===== src/rtl/proc_pkg.sv =====
// proc_pkg: phase/state codes shared with the datapath and default scheduler widths
package proc_pkg;
  localparam int ADDR_W_DEF = 8;
  localparam int WAIT_MAX_DEF = 15;
  localparam int CNT_W_DEF = 16;
  typedef enum logic [2:0] {
    IDLE   = 3'b000,
    FETCH  = 3'b001,
    DECODE = 3'b010,
    EXEC1  = 3'b011,
    EXEC2  = 3'b100,
    WB     = 3'b101,
    HALT   = 3'b110,
    ERR    = 3'b111
  } state_e;
endpackage


===== src/rtl/fetch_timer.sv =====
// fetch_timer: counts unacknowledged FETCH cycles and flags the last allowed one
module fetch_timer
  import proc_pkg::*;
#(
  parameter int WAIT_MAX = WAIT_MAX_DEF
) (
  input  logic clk,
  input  logic rst,
  input  logic clear,
  input  logic enable,
  output logic expire
);
  localparam int W = $clog2(WAIT_MAX + 1);
  logic [W-1:0] cnt_q;
  always_ff @(posedge clk) begin
    if (rst || clear) cnt_q <= '0;
    else if (enable) cnt_q <= cnt_q + W'(1);
  end
  assign expire = enable && cnt_q == W'(WAIT_MAX - 1);
endmodule


===== src/rtl/phase_scheduler.sv =====
// phase_scheduler: instruction-cycle sequencer owning the phase code, pc and retired count
module phase_scheduler
  import proc_pkg::*;
#(
  parameter int ADDR_W = ADDR_W_DEF,
  parameter int WAIT_MAX = WAIT_MAX_DEF,
  parameter int CNT_W = CNT_W_DEF
) (
  input  logic              clk,
  input  logic              rst,
  input  logic              start,
  input  logic              halt_req,
  input  logic              mem_ack,
  input  logic              long_op,
  input  logic              branch_taken,
  input  logic [ADDR_W-1:0] branch_target,
  output logic [2:0]        phase,
  output logic              mem_req,
  output logic [ADDR_W-1:0] fetch_addr,
  output logic              busy,
  output logic              err,
  output logic [ADDR_W-1:0] pc,
  output logic [CNT_W-1:0]  retired
);
  state_e state_q, state_d;
  logic long_q;
  logic [ADDR_W-1:0] pc_q;
  logic [CNT_W-1:0] ret_q;
  logic expire;
  fetch_timer #(.WAIT_MAX(WAIT_MAX)) u_timer (
    .clk(clk),
    .rst(rst),
    .clear(state_q != FETCH),
    .enable(state_q == FETCH && !mem_ack),
    .expire(expire)
  );
  always_comb begin
    state_d = state_q;
    case (state_q)
      IDLE, HALT: state_d = start ? FETCH : state_q;
      FETCH: state_d = mem_ack ? DECODE : (expire ? ERR : FETCH);
      DECODE: state_d = EXEC1;
      EXEC1: state_d = long_q ? EXEC2 : WB;
      EXEC2: state_d = WB;
      WB: state_d = halt_req ? HALT : FETCH;
      default: state_d = ERR;
    endcase
  end
  always_ff @(posedge clk) begin
    if (rst) begin
      state_q <= IDLE;
      long_q <= 1'b0;
      pc_q <= '0;
      ret_q <= '0;
    end else begin
      state_q <= state_d;
      if (state_q == DECODE) long_q <= long_op;
      if (state_q == WB) begin
        pc_q <= branch_taken ? branch_target : pc_q + ADDR_W'(1);
        ret_q <= ret_q + CNT_W'(1);
      end
    end
  end
  assign phase = state_q;
  assign mem_req = state_q == FETCH;
  assign busy = !(state_q inside {IDLE, HALT, ERR});
  assign err = state_q == ERR;
  assign pc = pc_q;
  assign fetch_addr = pc_q;
  assign retired = ret_q;
endmodule

===== config.mk =====
export PLATFORM = sky130hd
export DESIGN_NAME = phase_scheduler
export DESIGN_NICKNAME = d
export VERILOG_FILES = /design/src/rtl/proc_pkg.sv /design/src/rtl/fetch_timer.sv /design/src/rtl/phase_scheduler.sv
export SDC_FILE = /design/constraint.sdc
export NUM_CORES = 1
export LEC_CHECK = 0
export ABC_AREA = 1
export BUFFER_PORTS_ARGS = -buffer_cell sky130_fd_sc_hd__buf_4
export CAP_MARGIN = 15
export CORE_ASPECT_RATIO = 1.2
export CORE_UTILIZATION = 35
export CTS_BUF_LIST = sky130_fd_sc_hd__clkbuf_4 sky130_fd_sc_hd__clkbuf_8
export DETAILED_ROUTE_END_ITERATION = 7
export PLACE_DENSITY = 0.64
export SYNTH_ARGS = -nofsm -noshare
export SYNTH_HDL_FRONTEND = slang
export SYNTH_HIERARCHICAL = 1
export SYNTH_SLANG_ARGS = --single-unit

===== constraint.sdc =====
create_clock -name clk -period 5 [get_ports clk]
set_clock_uncertainty 0.15 [all_clocks]
set_input_delay 1 -clock clk [delete_from_list [all_inputs] [get_ports clk]]
set_output_delay 1 -clock clk [all_outputs]
set_load 0.02 [all_outputs]

==> metrics.csv <==
metric;value;unit
TritonCTS clock tree;done;
fill cell count;540;
Skew-Pair Late Insertion Delay;280;ps
Core Util, Final;45.4;%
# port buffers;52;
post-synthesis xor/xnor area fraction;0.491;%
crit-path cells;inv_1, nand2_1, o21ai_0, nor2_1, buf_4;
hpwl dp;2940;um
Post-synth ARST share;0;%
Post-Synth Adder-Cell Area;2.80;%
post-DR wirelength/cell;10.7;um
CP required;3850;ps
multiplexer share of the synthesized area;0;%
Residual DRC;0;
CP max stage delay;520;ps
htree depth;2;
CP top delay family;flip-flops;
slowest library cell on the worst path;dfxtp_1;
vias in the first global route;1528;
Seq/Total Area, Yosys;35.9;%
Initial Util;36.4;%
post_cts resized;0;
GRT Total Usage;16.2;%
EDFF count, synth;0;
DIE AREA;5390;um2
maximum clock rate;392;MHz
Final Cycle Share;51.1;%
RePlAce Congestion;0.785;
worst min-delay path class;reg2reg;
Fin Setup TNS;0;ps
post-synth top area share;35.9;%
vias post-DR;1776;
Cells after Synth;265;
ant diodes;0;
cts bufs inserted;5;
Static Leak;1.03;nW
post-DR vias/cell;4.79;
Worst Setup Start Kind;flip-flop;
Simple-Gate Fraction of Synth Area;34.8;%
count leader, synth;nand2_1;
synth top area cells;dfxtp_1, nand2_1, nor2_1;
max cap viols;0;
CTS sink count;32;
post-synthesis to final-layout area growth;24.8;%
violation count after the first detailed-route iteration;88;
io pins;53;
first-pass GRT wire length;6620;um
row count;28;
Synth Flop Type;dfxtp_1;
RSZ-0062 raised after global routing;no;
Final Setup Violations;0;
largest net degree at the start of global routing;19;
Buf+Inv Stages, Crit Path;2;
FF+latch count, synth;32;
Longest Clk Path Bufs;2;
Nets;330;
top cell type by total area after synthesis;dfxtp_1;
hold_buf cts;0;
Syn Nets;284;
complex-gate fraction of the synthesized area;13.0;%
max_slew headroom;63.8;%
Crit path arrival time;1400;ps
CP endpoint kind;output pin;
most frequent cells after synthesis;nand2_1, nor2_1, dfxtp_1, inv_1, a21oi_1;
initial antenna violation count;0;
synthesized area;1790;um2
largest family of logic cells by synthesized area;simple AND/OR/NAND/NOR gates;
Slew Viols, Final;0;
PwrDens;225;nW/um2
critical setup path kind;reg2out;
Die W;67.2;um
DRT antenna net count;0;
synth unique cells;29;
syn avg cell area;6.74;um2
die height;80.2;um
Slew @ Worst Pin;543;ps
clock root buffer master;clkbuf_8;
gr ovfl total;0;
CP Max Fanout;8;
layout cell share with drive strength beyond 1;22.5;%
status;completed;
endpoints failing hold;0;
CTS clk-pin slew, worst paths;60;ps
Yosys Warn Count;6;
Core ar.;4900;um2
maximum vdd drop;0.000110;V
First-pass DRT Iterations;4;
# Post-CTS Setup Buffers;0;
post-layout minimum cycle time;2550;ps
final wirelength;3960;um
==> sequential cells by signal, indices dropped and copies added (netlist names) <==
name,cells
long_q,1
fetch_addr,8
u_timer/cnt_q,4
phase,3
retired,16
==> final cells by class <==
cell class                      count  area [um2]  share of cell area, %
Multi-Input combinational cell    186         913                   41.0
Clock buffer                        6        76.3                   3.43
Tap cell                           60        75.1                   3.37
Timing Repair Buffer               52         390                   17.5
Clock inverter                      1        5.00                  0.225
Sequential cell                    32         641                   28.7
Inverter                           34         128                   5.73
==> path summary, 6_finish.rpt <==
path	slack, ps	from	to	depth (start not counted)
worst min register to register	320	long_q	long_q	2
worst max register to register	3180	phase[0]	phase[1]	8
worst max-delay path	2450	phase[0]	busy	5
worst min-delay path	320	long_q	long_q	2
==> per-stage QoR <==
step	area (um2)	total power [mW]	setup WS [ps]	cells	hold WS (ps)
after global routing	2230	0.525	2300	371	349
after global placement	2150	0.321	2780	364	294
after floorplan	1790	0.299	2690	265	279
after CTS	2230	0.510	2440	371	321
final	2230	0.502	2450	371	316
after detailed placement	2150	0.321	2760	364	311
==> power by group <==
group          internal [mW]  switching [mW]
Combinational         0.0220          0.0299
Clock                 0.0998          0.0871
Sequential             0.258         0.00525
Total                  0.379           0.122
==> kinds of logic after synthesis <==
family / after synthesis
flops: 32
compound gates: 43
fa+ha+maj: 4
simple gates: 138
buf+inv: 47
xor+xnor: 1
==> routing by layer <==
layer / track usage (%) / vias to the layer above / share of wire (%)
met3: 4.97 / 6 / 6.3
met5: 0 / - / 0
met1: 20.2 / 780 / 45
met4: 6.38 / 0 / 1.6
met2: 25.4 / 52 / 47
li1: - / 938 / -
==> worst register-to-register path: stages (launching register included) <==
cell     delay, ps
dfxtp_1        520
nand3_1        200
nor2_1         410
nand2_1        100
nor2_1         140
o21ai_0         90
nand4_1         70
nand2_1         50
nand2_1         50
==> layout by cell type, fill, tap and decap left out, types with 4 or more instances in the layout <==
cell type  instances
o21ai_0           15
dfxtp_1           32
nand3_1           14
nand4_1            9
inv_1             31
nor2_1            41
clkbuf_8           5
nand2_1           64
a21oi_1           20
buf_4             52
ha_1               4
Power figures use the tool's default switching activity.
